`config.mk`:
```
export PLATFORM = sky130hd
export DESIGN_NAME = clkgen_rst_seq
export DESIGN_NICKNAME = d
export VERILOG_FILES = /design/src/rtl/clkgen_pkg.sv /design/src/rtl/sync2.sv /design/src/rtl/clkgen_rst_seq.sv
export SDC_FILE = /design/constraint.sdc
export NUM_CORES = 1
export LEC_CHECK = 0
export CAP_MARGIN = 5
export CORE_ASPECT_RATIO = 1.1
export CORE_MARGIN = 4
export CORE_UTILIZATION = 56
export CTS_CLUSTER_SIZE = 14
export DETAILED_ROUTE_END_ITERATION = 10
export GPL_TIMING_DRIVEN = 0
export PLACE_DENSITY = 0.84
export SKIP_CTS_REPAIR_TIMING = 1
export SYNTH_ARGS = -nofsm -noshare
export SYNTH_HDL_FRONTEND = slang
export SYNTH_HIERARCHICAL = 1
export SYNTH_SLANG_ARGS = --single-unit
export TNS_END_PERCENT = 20
```
`constraint.sdc`:
```
create_clock -name clk -period 3.4 [get_ports clk]
set_clock_uncertainty 0.1 [all_clocks]
set_input_delay 0.68 -clock clk [delete_from_list [all_inputs] [get_ports clk]]
set_output_delay 0.68 -clock clk [all_outputs]
set_load 0.02 [all_outputs]
```
`src/rtl/clkgen_pkg.sv`:
```
// Shared state encoding and default timing constants for the DCM reset sequencer.
package clkgen_pkg;

  typedef logic [2:0] state_t;

  // Legacy-compatible state encoding
  localparam state_t StDfsRst  = 3'd0;
  localparam state_t StDfsWait = 3'd1;
  localparam state_t StDllRst  = 3'd2;
  localparam state_t StDllWait = 3'd3;
  localparam state_t StStable  = 3'd4;
  localparam state_t StRun     = 3'd5;
  localparam state_t StFail    = 3'd6;

  localparam int unsigned DefRstHold      = 4;
  localparam logic [15:0] DefLockTimeout  = 16'd50000;
  localparam int unsigned DefStableCycles = 1024;
  localparam int unsigned DefMaxRetry     = 7;

  // Saturating increment for the 8-bit lock-loss counter
  function automatic logic [7:0] sat_inc8(input logic [7:0] v);
    return (v == 8'hFF) ? v : v + 8'd1;
  endfunction

endpackage

```
`src/rtl/sync2.sv`:
```
// Two-flop synchronizer for asynchronous level inputs.
module sync2 #(
  parameter int unsigned WIDTH = 1
) (
  input  logic             clk,
  input  logic             rstn,
  input  logic [WIDTH-1:0] d,
  output logic [WIDTH-1:0] q
);

  logic [WIDTH-1:0] meta_q;

  // Capture stage followed by the resolved output stage
  always_ff @(posedge clk or negedge rstn) begin
    if (!rstn) begin
      meta_q <= '0;
      q      <= '0;
    end else begin
      meta_q <= d;
      q      <= meta_q;
    end
  end

endmodule

```
`src/rtl/clkgen_rst_seq.sv`:
```
// Reset sequencer for a cascaded DFS -> DLL DCM pair: brings up both DCMs in
// order, waits for stable lock, releases the core reset, and recovers from
// lock timeouts and lock loss.
module clkgen_rst_seq
  import clkgen_pkg::*;
#(
  parameter int unsigned RST_HOLD      = DefRstHold,
  parameter logic [15:0] LOCK_TIMEOUT  = DefLockTimeout,
  parameter int unsigned STABLE_CYCLES = DefStableCycles,
  parameter int unsigned MAX_RETRY     = DefMaxRetry
) (
  input  logic       clk,
  input  logic       rstn,
  input  logic       restart,
  input  logic       dfs_locked,
  input  logic       dll_locked,
  output logic       dfs_rst,
  output logic       dll_rst,
  output logic       sys_rst,
  output logic       clk_ok,
  output logic       fail,
  output logic [2:0] retry_cnt,
  output logic [7:0] loss_cnt
);

  localparam logic [15:0] HoldLast   = 16'(RST_HOLD - 1);
  localparam logic [15:0] StableLast = 16'(STABLE_CYCLES - 1);
  localparam logic [2:0]  MaxRetry   = 3'(MAX_RETRY);

  logic [1:0]  lock_s;
  logic        dfs_s;
  logic        dll_s;
  state_t      state_q, state_d;
  logic [15:0] timer_q, timer_d;
  logic [2:0]  retry_q, retry_d;
  logic [7:0]  loss_q, loss_d;
  logic        hold_done;
  logic        stable_done;
  logic        timeout;

  sync2 #(
    .WIDTH(2)
  ) u_sync (
    .clk  (clk),
    .rstn (rstn),
    .d    ({dfs_locked, dll_locked}),
    .q    (lock_s)
  );

  assign dfs_s = lock_s[1];
  assign dll_s = lock_s[0];

  assign hold_done   = (timer_q == HoldLast);
  assign stable_done = (timer_q == StableLast);
  assign timeout     = (timer_q == LOCK_TIMEOUT);

  // Sequencer next state; restart overrides any lock drop or timeout
  always_comb begin
    state_d = state_q;
    retry_d = retry_q;
    loss_d  = loss_q;
    if (restart) begin
      state_d = StDfsRst;
      retry_d = '0;
    end else begin
      case (state_q)
        StDfsRst: begin
          if (hold_done) state_d = StDfsWait;
        end
        StDfsWait: begin
          if (dfs_s) begin
            state_d = StDllRst;
          end else if (timeout) begin
            if (retry_q >= MaxRetry) begin
              state_d = StFail;
            end else begin
              retry_d = retry_q + 3'd1;
              state_d = StDfsRst;
            end
          end
        end
        StDllRst: begin
          if (!dfs_s)         state_d = StDfsRst;
          else if (hold_done) state_d = StDllWait;
        end
        StDllWait: begin
          if (!dfs_s) begin
            state_d = StDfsRst;
          end else if (dll_s) begin
            state_d = StStable;
          end else if (timeout) begin
            if (retry_q >= MaxRetry) begin
              state_d = StFail;
            end else begin
              retry_d = retry_q + 3'd1;
              state_d = StDllRst;
            end
          end
        end
        StStable: begin
          if (!dfs_s) begin
            state_d = StDfsRst;
          end else if (!dll_s) begin
            state_d = StDllRst;
          end else if (stable_done) begin
            state_d = StRun;
            retry_d = '0;
          end
        end
        StRun: begin
          // Lock loss in service is counted separately from bring-up retries
          if (!dfs_s || !dll_s) begin
            loss_d  = sat_inc8(loss_q);
            state_d = !dfs_s ? StDfsRst : StDllRst;
          end
        end
        StFail: begin
          state_d = StFail;
        end
        default: begin
          state_d = StDfsRst;
        end
      endcase
    end
  end

  // One shared timer, cleared on every state entry, saturating instead of wrapping
  always_comb begin
    if (restart || (state_d != state_q)) begin
      timer_d = '0;
    end else if (timer_q == 16'hFFFF) begin
      timer_d = timer_q;
    end else begin
      timer_d = timer_q + 16'd1;
    end
  end

  // Sequencer state and counters
  always_ff @(posedge clk or negedge rstn) begin
    if (!rstn) begin
      state_q <= StDfsRst;
      timer_q <= '0;
      retry_q <= '0;
      loss_q  <= '0;
    end else begin
      state_q <= state_d;
      timer_q <= timer_d;
      retry_q <= retry_d;
      loss_q  <= loss_d;
    end
  end

  // Registered outputs decoded from the next state so they track state_q exactly
  always_ff @(posedge clk or negedge rstn) begin
    if (!rstn) begin
      dfs_rst <= 1'b1;
      dll_rst <= 1'b1;
      sys_rst <= 1'b1;
      clk_ok  <= 1'b0;
      fail    <= 1'b0;
    end else begin
      dfs_rst <= (state_d == StDfsRst) || (state_d == StFail);
      dll_rst <= (state_d == StDfsRst) || (state_d == StDfsWait) ||
                 (state_d == StDllRst) || (state_d == StFail);
      sys_rst <= (state_d != StRun);
      clk_ok  <= (state_d == StRun);
      fail    <= (state_d == StFail);
    end
  end

  assign retry_cnt = retry_q;
  assign loss_cnt  = loss_q;

endmodule

```
Word-level counts from Yosys, hierarchy flattened. Index checks and enable logic that the tools add are counted.

Output and inout bits: 16. Register bits after elaboration: 39. Bits of input ports: 5.

Reduce and logical (&&, ||, !) cells: 13. Bitwise operators: 2. Equal/unequal tests: 24. Order comparisons: 1. Multiplexer cells: 29. Add/sub/neg operators: 3.

Operator list (number): 3-bit 2-to-1 mux (24); 16-bit equality test (second input constant) (2); 16-bit 2-to-1 mux (2); 3-bit one-hot mux with 7 select lines (1); 16-bit by 1-bit adder with 16-bit output (second input constant) (1); 16-bit by 10-bit equality test with 1-bit output (second input constant) (1); 16-bit by 2-bit equality test with 1-bit output (second input constant) (1); 3-bit equality test (second input constant) (5); 3-bit != test (second input constant) (4); 3-bit by 2-bit equality test with 1-bit output (second input constant) (3); 3-bit by 2-bit != test with 1-bit output (second input constant) (3); 3-bit one-hot mux with 3 select lines (1); 8-bit by 1-bit adder with 8-bit output (second input constant) (1); 8-bit equality test (second input constant) (1); 7-bit AND reduction (1); 3-bit by 1-bit equality test with 1-bit output (second input constant) (2); 3-bit zero test (2); 1-bit logical OR (6); 4-bit AND reduction (1); 4-bit nonzero test (1); 3-bit by 1-bit adder with 3-bit output (second input constant) (1); 3-bit greater-or-equal comparator (second input constant) (1); 3-bit != test (1); 1-bit zero test (2); other kinds (3) (4).

Logic depth before layout (Yosys ltp).
Depth after elaboration: 11. Mapped depth: 10. Mapped depth without buffers: 8.

Hierarchy. The synthesis kept the hierarchy.

By module, submodules not included: clkgen_rst_seq (times used 1, area each 1988.2 µm², cells each 212); sync2 (times used 1, area each 100.1 µm², cells each 4).

Worst setup path after synthesis. No wires, ideal clock.

Kind: reg2reg. From: register retry_q[0], in the netlist retry_cnt[0]. To: register timer_q[10]. Clock period less this slack: 2.557 ns. Setup time: 0.094 ns. Buffers on the path: 2. Stages on the path, launching flop included: 10. Arrival: 2.363 ns. Setup slack: 0.843 ns. Cell sequence: dfrtp_1 -> ha_1 -> ha_1 -> a31oi_1 -> and4b_1 -> a2111o_1 -> buf_2 -> or3_1 -> buf_2 -> a211oi_1.

Word-level cells in the longest chain between the ends: 10. Elaborated cells on any way between the ends: 14. Classes of those cells: order compare (1); eq/ne (2); mux (10); reduce/logical (1).

Ends and longest elaborated chain: start, declared (RTL line clkgen_rst_seq.sv:35) `logic [2:0] retry_q, retry_d;`; start signal, assigned (RTL line clkgen_rst_seq.sv:148) `retry_q <= retry_d;`; 3-bit greater-or-equal comparator (*) (RTL line clkgen_rst_seq.sv:74, clkgen_rst_seq.sv:92); 3-bit 2-to-1 mux (RTL line clkgen_rst_seq.sv:92) `if (retry_q >= MaxRetry) begin`; 3-bit 2-to-1 mux (RTL line clkgen_rst_seq.sv:91) `end else if (timeout) begin`; 3-bit 2-to-1 mux (RTL line clkgen_rst_seq.sv:89) `end else if (dll_s) begin`; 3-bit 2-to-1 mux (RTL line clkgen_rst_seq.sv:87) `if (!dfs_s) begin`; 3-bit one-hot mux with 7 select lines (*) (RTL line clkgen_rst_seq.sv:66) `case (state_q)`; 3-bit 2-to-1 mux (*) (RTL line clkgen_rst_seq.sv:62) `if (restart) begin`; 3-bit != test (*) (RTL line clkgen_rst_seq.sv:129) `if (restart || (state_d != state_q)) begin`; 1-bit logical OR (*) (RTL line clkgen_rst_seq.sv:129); 2-bit != test (no line) / 16-bit 2-to-1 mux (equally long branches); end signal, assigned (RTL line clkgen_rst_seq.sv:147) `timer_q <= timer_d;`; end, declared (RTL line clkgen_rst_seq.sv:34) `logic [15:0] timer_q, timer_d;`.

Mark *: on every way between the ends. The rest lies on a longest branch, timed or not. A chain may end at the register's enable or synchronous reset.

Final worst setup path. Same ends and word-level chain as after synthesis.

==> impl_metrics.csv <==
group,metric,value,unit
setup_path,rrSetupSlack,0.66,ns
route,antenna_left,0,
floorplanning,dieArea,4770,um^2
power,sw_frac_of_total,26.6,%
power,p_per_area,365,nW/um^2
yosys,synth_fa_ha_area_share,3.00,%
yosys,synth_area,2090,um^2
setup_path,crit_arrival,2.84,ns
global_route,grt-ovfl-total,0,
floorplanning,fp.dieH,72.0,um
setup_path,critical_path.max_fanout,9,
global_route,grt_max_degree,40,
clocking,clk_pin_slew,0.08,ns
yosys,synth_compound_area_share,11.7,%
setup_path,reg2reg_to,"timer_q[10]",
layout,drive_above_1_share,8.64,%
yosys,ys.flop_type,"dfrtp_1",
flow_run,drv_cap,0,
floorplanning,die_w,66.2,um
global_route,track_usage,19.8,%
power,combPwrFrac,8.8,%
layout,regArea,980,um^2
yosys,avgSynthCellArea,9.67,um^2
layout,area_delta_synth_final,16.3,%
placement,portBuffers,19,
power,p_int,650,uW
setup_path,required,3.51,ns
layout,layout_commonest_cell,"dfrtp_1",
route,dr.pass1.iters,4,
clocking,clk_latency,0.30,ns
timing,finalSetupViolations,0,
clocking,cts_tree,"yes",
placement,gp_congestion,0.897,
layout,nFillCells,294,
setup_path,crit_type,"flip-flop to flip-flop",
yosys,synth-seq-cells,39,
route,drt_wl_total,4.22,mm
setup_path,start_kind,"flip-flop",
timing,finalCriticalPeriod,2.74,ns
yosys,seq_area_frac_synth,46.9,%
power,power_frac_seq,54.9,%
route,via_per_inst,5.71,
timing,timing.fmax,365,MHz
yosys,syn_nets,226,
global_route,grt_pass1_wl,7.34,mm
yosys,yosysWarnings,6,
clocking,cts_buffer_depth,2,
clocking,htreeDepth,2,
layout,final_cell_mix,"36 x dfrtp_1, 25 x nor2_1, 19 x nand2_1, 18 x clkdlybuf4s50_1, 11 x xnor2_1",
floorplanning,core_area,3630,um^2
yosys,syn_inst,216,
yosys,synth_simple_gate_area_share,26.1,%
route,initialDrtViolationCount,100,
timing,hold_violations,0,
route,vias,1673,
power,p_leak,0.00102,uW
yosys,synth_top_family_by_area,"simple AND/OR/NAND/NOR gates",
global_route,antenna_found_initial,0,
timing,rsz0062_at_grt,"false",
min_path,min_path_type,"flip-flop to flip-flop",
layout,nNetsFinal,252,
yosys,synth_edf_count,0,
global_route,grt_pass1_vias,1558,
setup_path,r2r-start,"retry_cnt[0]",
timing,setup_ws,0.664,ns
power,ir_drop,266,uV
route,post_drt_wl_per_cell,14.4,um
timing,slew_headroom,39.4,%
layout,fin_util,67.0,%
layout,multiInputGateArea,1040,um^2
floorplanning,rows,23,
timing,tns,0,ns
setup_path,end_kind,"flip-flop",
power,power_switching,236,uW
timing,slew_viol_final,0,
placement,place_ws,0.675,ns
setup_path,r2r_cells,9,
clocking,cts_num_sinks,39,
yosys,synth_xor_area_share,8.39,%
layout,antenna_cells,0,
yosys,muxShareOfSynthArea,0.479,%
timing,worstMarginPinSlew,0.903,ns
floorplanning,num_io_pins,21,
yosys,ys_types,51,
setup_path,crit_path_start,"retry_cnt[0]",
placement,hpwl,2.97,mm
status,status,"completed",
power,power.share.clock,36.3,%
setup_path,cp-endpoint,"timer_q[10]",
clocking,cts_buffers,5,
clocking,clockRootBuffer,"clkbuf_8",
yosys,synth-async-reset-ratio,100,%
floorplanning,initial_core_util,57.6,%
timing,final.period_utilization,80.5,%
route,route.detailed.drc,0,
-- worst max-delay path, stage by stage, from the launching register on --
cell and delay, ns:
dfrtp_1 0.43, ha_1 0.22, ha_1 0.17, a31oi_1 0.29, and4b_1 0.25, a2111o_1 0.33
buf_2 0.18, or3_1 0.31, buf_2 0.19, a211oi_1 0.18
-- worst min-delay path by stage --
stage	from	to	slack (ns)	cells after the start
6_report	u_sync/meta_q[1]	u_sync/q[1]	0.25	0
5_1_grt	u_sync/meta_q[0]	u_sync/q[0]	0.27	0
4_1_cts	u_sync/meta_q[1]	u_sync/q[1]	0.25	0
3_5_place_dp	u_sync/meta_q[1]	u_sync/q[1]	0.23	0
3_3_place_gp	u_sync/meta_q[1]	u_sync/q[1]	0.24	0
2_1_floorplan	u_sync/meta_q[0]	u_sync/q[0]	0.23	0
-- area by class of cell --
class	count	area share, %
Clock buffer	5	2.83
Timing Repair Buffer	19	7.62
Sequential cell	39	40.3
Tap cell	50	2.58
Buffer	11	1.85
Inverter	7	1.08
Multi-Input combinational cell	159	42.7
Clock inverter	3	0.979
-- kinds of logic (layout without fill, tap and decap cells) --
| kind of cell | after synthesis | count (layout) |
|---|---|---|
| AND/OR/NAND/NOR | 99 | 99 |
| flip-flops | 39 | 39 |
| AO/OA/AOI/OAI | 34 | 34 |
| XOR/XNOR | 20 | 20 |
| buffers and inverters | 18 | 45 |
| adder cells (fa/ha/maj) | 5 | 5 |
| multiplexers | 1 | 1 |
-- cells in the mapped netlist, types with 3 or more instances --
| cell type | number | share of area (%) |
|---|---|---|
| a211oi_1 | 5 | 1.8 |
| a21oi_1 | 9 | 2.2 |
| a31oi_1 | 3 | 0.90 |
| and3_1 | 6 | 1.8 |
| buf_2 | 3 | 0.72 |
| clkbuf_1 | 6 | 1.1 |
| dfrtp_1 | 36 | 43 |
| dfstp_2 | 3 | 3.8 |
| ha_1 | 5 | 3.0 |
| inv_1 | 7 | 1.3 |
| nand2_1 | 19 | 3.4 |
| nand2b_1 | 4 | 1.2 |
| nand3_1 | 9 | 2.2 |
| nand4_1 | 5 | 1.5 |
| nor2_1 | 25 | 4.5 |
| nor3_1 | 9 | 2.2 |
| o21ai_0 | 4 | 0.96 |
| or3_1 | 3 | 0.90 |
| xnor2_1 | 11 | 4.6 |
| xor2_1 | 9 | 3.8 |
-- stage by stage --
step / cells / total power (uW) / hold WS (ns) / instance area [um^2]
6_report: 293 / 886 / 0.253 / 2430
5_1_grt: 293 / 920 / 0.272 / 2430
4_1_cts: 293 / 890 / 0.254 / 2430
3_5_place_dp: 285 / 573 / 0.235 / 2340
3_3_place_gp: 285 / 571 / 0.236 / 2340
2_1_floorplan: 216 / 542 / 0.231 / 2090
-- flip-flops by register name (all words and copies together) (netlist names) --
register / count
timer_q: 16
loss_cnt: 8
retry_cnt: 3
state_q: 3
u_sync/meta_q: 2
u_sync/q: 2
clk_ok: 1
dfs_rst: 1
dll_rst: 1
fail: 1
sys_rst: 1
-- metal layers --
layer	up-vias	wire length, um	GRT usage (%)
met2	39	2070	32.9
met5	-	0	0
met4	0	65	6.09
met1	812	1920	26.3
li1	818	-	-
met3	4	156	3.72
-- power by group through the flow --
stage                     Clock, uW  Sequential, uW  Combinational [uW]
after floorplan                   0             495                47.0
after global placement            0             495                76.3
after detailed placement          0             496                77.8
after CTS                       326             486                78.4
after global routing            342             489                88.8
final                           321             487                77.6
No activity file was read; power rests on OpenSTA's default activity.
